**config.mk**
```make
export PLATFORM = sky130hd
export DESIGN_NAME = al_multi_controller
export DESIGN_NICKNAME = d
export VERILOG_FILES = /design/src/rtl/al_multi_controller.sv
export SDC_FILE = /design/constraint.sdc
export NUM_CORES = 1
export LEC_CHECK = 0
export BUFFER_PORTS_ARGS = -buffer_cell sky130_fd_sc_hd__buf_4
export CAP_MARGIN = 0
export CORE_MARGIN = 1
export CORE_UTILIZATION = 45
export CTS_CLUSTER_DIAMETER = 50
export CTS_CLUSTER_SIZE = 40
export DETAILED_ROUTE_END_ITERATION = 10
export GPL_TIMING_DRIVEN = 0
export PLACE_DENSITY = 0.66
export SLEW_MARGIN = 10
export SYNTH_ARGS = -nofsm -noshare
export SYNTH_HDL_FRONTEND = slang
export SYNTH_SLANG_ARGS = --single-unit
export TNS_END_PERCENT = 1
```
**constraint.sdc**
```tcl
create_clock -name clk256 -period 2.2 [get_ports clk256]
set_clock_uncertainty 0.2 [all_clocks]
set_input_delay 0.55 -clock clk256 [delete_from_list [all_inputs] [get_ports clk256]]
set_output_delay 0.55 -clock clk256 [all_outputs]
set_load 0.02 [all_outputs]
```
**src/rtl/al_multi_controller.sv**
```systemverilog
`default_nettype none
// +--------------------------------------------------------------------------+
// | al_multi_controller: keypad entry/commit sequencer for a multi-alarm     |
// | clock. Optional macro ALC_CANCEL_EN: KP_PLUS during entry cancels it.    |
// | Revision: 1.0                                                            |
// +--------------------------------------------------------------------------+
module al_multi_controller #(
  parameter  int N_ALARMS  = 2,
  parameter  int N_DIGITS  = 4,
  parameter  int TIMEOUT_S = 10,
  localparam int SW        = (N_ALARMS > 1) ? $clog2(N_ALARMS) : 1,
  localparam int DW        = $clog2(N_DIGITS + 1)
) (
  input  logic          clk256,
  input  logic          reset,
  input  logic          one_second,
  input  logic [7:0]    key,
  output logic          load_alarm,
  output logic [SW-1:0] alarm_sel,
  output logic          show_alarm,
  output logic          alc_shift,
  output logic          load_new_time,
  output logic          show_keyboard,
  output logic [DW-1:0] digit_count
);

  // Keypad scan codes (local copy of the keycodes.vh encoding)
  localparam logic [7:0] KP_0            = 8'h00;
  localparam logic [7:0] KP_9            = 8'h09;
  localparam logic [7:0] KP_STAR         = 8'h0A;
  localparam logic [7:0] KP_MINUS        = 8'h0B;
  localparam logic [7:0] KP_PLUS         = 8'h0C;
  localparam logic [7:0] KP_KEY_RELEASED = 8'hFE;
  localparam logic [7:0] KP_INVALID      = 8'hFF;

  localparam logic [DW-1:0] MAX_DIGITS = DW'(N_DIGITS);
  localparam logic [SW-1:0] LAST_SLOT  = SW'(N_ALARMS - 1);
  localparam logic [7:0]    RELOAD     = 8'(TIMEOUT_S);

  typedef enum logic [3:0] {
    S_IDLE               = 4'd0,
    S_KEY_STORE          = 4'd1,
    S_KEY_HOLD           = 4'd2,
    S_KEY_RELEASE        = 4'd3,
    S_ENTRY              = 4'd4,
    S_COMMIT_ALARM       = 4'd5,
    S_COMMIT_TIME        = 4'd6,
    S_SHOW_ALARM         = 4'd7,
    S_SHOW_ALARM_RELEASE = 4'd8
  } state_t;

  state_t     state;
  logic [7:0] timeout;
  logic       is_digit;

  assign is_digit = (key >= KP_0) && (key <= KP_9);

  always_ff @(posedge clk256) begin
    if (reset) begin
      state         <= S_IDLE;
      timeout       <= 8'd0;
      load_alarm    <= 1'b0;
      load_new_time <= 1'b0;
      alc_shift     <= 1'b0;
      show_alarm    <= 1'b0;
      show_keyboard <= 1'b0;
      alarm_sel     <= '0;
      digit_count   <= '0;
    end else begin
      load_alarm    <= 1'b0;
      load_new_time <= 1'b0;
      alc_shift     <= 1'b0;

      // Countdown runs in every state; a reload below overrides it.
      if (one_second && (timeout != 8'd0)) begin
        timeout <= timeout - 8'd1;
      end

      case (state)
        S_IDLE: begin
          digit_count <= '0;
          show_alarm  <= 1'b0;
          if (key == KP_STAR) begin
            state         <= S_SHOW_ALARM;
            show_alarm    <= 1'b1;
            show_keyboard <= 1'b0;
          end else if (is_digit) begin
            state         <= S_KEY_STORE;
            show_keyboard <= 1'b1;
          end
        end

        S_KEY_STORE: begin
          if (digit_count < MAX_DIGITS) begin
            alc_shift   <= 1'b1;
            digit_count <= digit_count + 1'b1;
          end
          state <= S_KEY_HOLD;
        end

        S_KEY_HOLD: begin
          if (key == KP_KEY_RELEASED) begin
            state <= S_KEY_RELEASE;
          end
        end

        S_KEY_RELEASE: begin
          if (key == KP_INVALID) begin
            state   <= S_ENTRY;
            timeout <= RELOAD;
          end
        end

        S_ENTRY: begin
          if (timeout == 8'd0) begin
            state         <= S_IDLE;
            digit_count   <= '0;
            show_keyboard <= 1'b0;
          end else if (key == KP_STAR) begin
            state <= S_COMMIT_ALARM;
          end else if (key == KP_MINUS) begin
            state <= S_COMMIT_TIME;
`ifdef ALC_CANCEL_EN
          end else if (key == KP_PLUS) begin
            state         <= S_IDLE;
            digit_count   <= '0;
            show_keyboard <= 1'b0;
`endif
          end else if (is_digit) begin
            state <= S_KEY_STORE;
          end
        end

        S_COMMIT_ALARM: begin
          load_alarm    <= (digit_count == MAX_DIGITS);
          state         <= S_IDLE;
          show_keyboard <= 1'b0;
          digit_count   <= '0;
        end

        S_COMMIT_TIME: begin
          load_new_time <= (digit_count == MAX_DIGITS);
          state         <= S_IDLE;
          show_keyboard <= 1'b0;
          digit_count   <= '0;
        end

        S_SHOW_ALARM: begin
          show_keyboard <= 1'b0;
          if (key == KP_KEY_RELEASED) begin
            state      <= S_SHOW_ALARM_RELEASE;
            show_alarm <= 1'b0;
          end
        end

        S_SHOW_ALARM_RELEASE: begin
          if (key == KP_INVALID) begin
            state     <= S_IDLE;
            alarm_sel <= (alarm_sel == LAST_SLOT) ? '0 : alarm_sel + 1'b1;
          end
        end

        default: begin
          state <= S_IDLE;
        end
      endcase
    end
  end

endmodule
`default_nettype wire

```
==> key figures <==
GRT
  – GRT overflow: 0
  – Pin count of the biggest net entering global routing: 13
  – Total track usage: 0.210
  – Vias in the first global route: between 1000 and 1500
  – Initial antenna violation count: 0
  – First-pass GRT wire length: 5.34 mm

Worst hold path
  – Worst min path class: primary input to flip-flop

Placed design
  – Final Wtd Congestion: between 0.8 and 0.9
  – Port bufs: 19
  – Post-placement cell count: roughly 220
  – Final HPWL DP: 2.37 mm
  – Place WS: -133 ps

Clock network
  – CTS tree: yes
  – Worst-path clk slew: roughly 120 ps
  – Hold Buf Count CTS: 0
  – Num CTS Buffers: 3
  – Clock sinks: 21
  – CTS Root Cell: clkbuf_4
  – Clk Latency, worst-skew pair: ~300 ps
  – H-tree levels: 1
  – CTS max path bufs: 2

Detailed routing
  – Drt first pass iters: 4
  – Initial DRC Count: a little under 80
  – Total Wirelength: between 3 and 4 mm
  – Routed Antenna Nets: 0
  – Avg Vias per Cell: 5.99
  – Vias: roughly 1300
  – DRC: 0
  – WL/cell: between 10 and 15 µm

Synthesis
  – Ys flop type: dfxtp_1
  – Gate Count Post-Synth: between 150 and 200
  – Syn Nets: 180
  – Sequential area share after synthesis: 0.324
  – Syn Area/Cell: between 7 and 8 µm²
  – Async S/R FF share, synth: 0
  – Number of synthesized flops with an enable pin: 0
  – Unique cell type count in the Yosys netlist: 49
  – Cell Area, Synth: 1300 µm²
  – Seq cells post-synth: 21
  – YS warnings: 0

Power and ir drop
  – Power Dens Cells: 1130 nW/µm²
  – Leak: between 0.6 and 0.7 nW
  – Maximum vdd drop: 722 µV
  – Overall power: 1.73 mW

Finish
  – Register area: 422 µm²
  – Layout area overhead: 17.8%
  – Post-Layout Cell Count: roughly 220
  – Layout Nets: 204
  – Core Util, Final: 0.558
  – FILL cells: between 200 and 300
  – Multi-input gate area: roughly 820 µm²
  – Diode count: 0
  – Layout cells sized above 1: 0.191

Critical path
  – Critical path arrival: 2120 ps
  – Largest delay share family, worst path: simple AND/OR/NAND/NOR gates
  – Startpoint type of the worst setup path: flip-flop
  – Buf/Inv on CP: 1
  – CP max-delay cell: or3b_4
  – Critical path class: flip-flop to flip-flop
  – Critical Path End Type: flip-flop
  – CP max stage delay: between 400 and 500 ps
  – Crit Path Max Fanout: 5
  – CP Data Required Time: 2210 ps
  – Critical path, cell by cell: inv_1 -> ha_1 -> or3b_4 -> o21a_2 -> or3_1 -> o41ai_2

Timing
  – Final Slew Violations: 0
  – Final WS setup: between 90 and 100 ps
  – Final setup fails: 0
  – Fmax: roughly 480 MHz
  – Fin crit period: approximately 2100 ps
  – Period utilization: 0.956
  – Setup Total Neg Slack: 0 ps
  – Worst slew pin tran: slightly below 700 ps
  – Max-slew headroom: 0.540
  – Final hold viol count: 0

Die
  – Core footprint: 2730 µm²
  – Die height: about 56 µm
  – Std-Cell Rows: 19
  – Starting density of the core: 0.474
  – Die width: about 56 µm
  – Die Area: between 3000 and 4000 µm²
  – Top Ports: 20

Flow run
  – Max cap viols: 0

Status
  – Status: finished clean
[per-stage QoR]
| step | area [µm²] | hold slack [ps] |
|---|---|---|
| 6_report | 1530 | 277 |
| 5_1_grt | 1530 | 280 |
| 4_1_cts | 1510 | 263 |
| 3_5_place_dp | 1480 | 276 |
| 3_3_place_gp | 1480 | 278 |
| 2_1_floorplan | 1300 | 277 |
[area by class of cell]
cell class / instances / share of cell area
multi-input cells: 128 / 0.540
flip-flops and latches: 21 / 0.276
repair buffers: 19 / 0.0934
plain buffers: 8 / 0.0270
well taps: 31 / 0.0254
inverters: 8 / 0.0197
clock buffers: 3 / 0.0148
clock inverters: 1 / 0.00328
[routing by layer]
metal | up-vias | GRT usage | part of all wire
met5 | - | 0 | 0
met4 | 0 | 0.0536 | 0.0054
met3 | 2 | 0.0349 | 0.060
met2 | 46 | 0.327 | 0.47
met1 | 611 | 0.302 | 0.47
li1 | 653 | - | -
[power by group]
group	internal, mW	switching [mW]	total (mW)
Clock	0.0677	0.122	0.189
Sequential	0.479	0.0801	0.559
Combinational	0.449	0.531	0.980
[worst register-to-register path: stages (launching register included)]
cell,delay [ps]
dfxtp_1,360
inv_1,120
ha_1,150
or3b_4,410
o21a_2,250
or3_1,320
o41ai_2,200
[state kept, by name, indices dropped and copies added (netlist names)]
name           count
timeout            8
state              4
digit_count        3
alarm_sel          1
alc_shift          1
load_alarm         1
load_new_time      1
show_alarm         1
show_keyboard      1
[cell usage after synthesis (2+ instances only)]
library cell	count	share of area
nor4_1	5	0.024
nand4_1	2	0.0097
o21ai_0	7	0.027
nand2_1	9	0.026
o21ai_1	2	0.0077
nor2_1	19	0.055
a21o_1	3	0.017
xnor2_1	7	0.047
nor2b_1	3	0.014
dfxtp_1	21	0.32
inv_1	7	0.020
nand3_1	5	0.019
or3_1	5	0.024
ha_1	4	0.039
a31oi_1	2	0.0097
o32ai_1	2	0.014
nand2b_1	3	0.014
o311ai_1	3	0.020
nor3_1	9	0.035
a211oi_1	2	0.012
clkbuf_1	6	0.017
a21oi_1	12	0.046
[cells in the final DEF (no fill, tap or decap), drive strengths merged, types with 4 or more instances in the layout]
master,count
dfxtp,21
buf,21
nor2,20
a21oi,12
o21ai,10
nand2,9
nor3,9
clkbuf,9
inv,8
xnor2,7
nor4,5
nand3,5
or3,5
ha,4
[cell families after synthesis]
logic type	share of synthesized area
AOI/OAI and AO/OA	0.245
xor gates and xnor gates	0.0541
adders and majority gates	0.0463
buffers and inverters	0.0531
DFF	0.324
and+or+nand+nor	0.277
[final timing paths]
check,start,end,slack (ps),cells after the start
worst min register to register,show_alarm$_SDFFE_PP0P_,show_alarm$_SDFFE_PP0P_,290,2
worst min-delay path,reset,state[0]$_SDFFE_PP0P_,280,2
worst max register to register,timeout[0]$_SDFF_PP0_,show_keyboard$_SDFFE_PP0P_,100,6
worst max-delay path,timeout[0]$_SDFF_PP0_,show_keyboard$_SDFFE_PP0P_,100,6
[repair_timing]
action,in CTS,in global routing
endpoints found under the hold margin,0,0
setup buffers,0,0
setup endpoints to repair,0,11
resized for setup,0,9
Power figures use the tool's default switching activity.
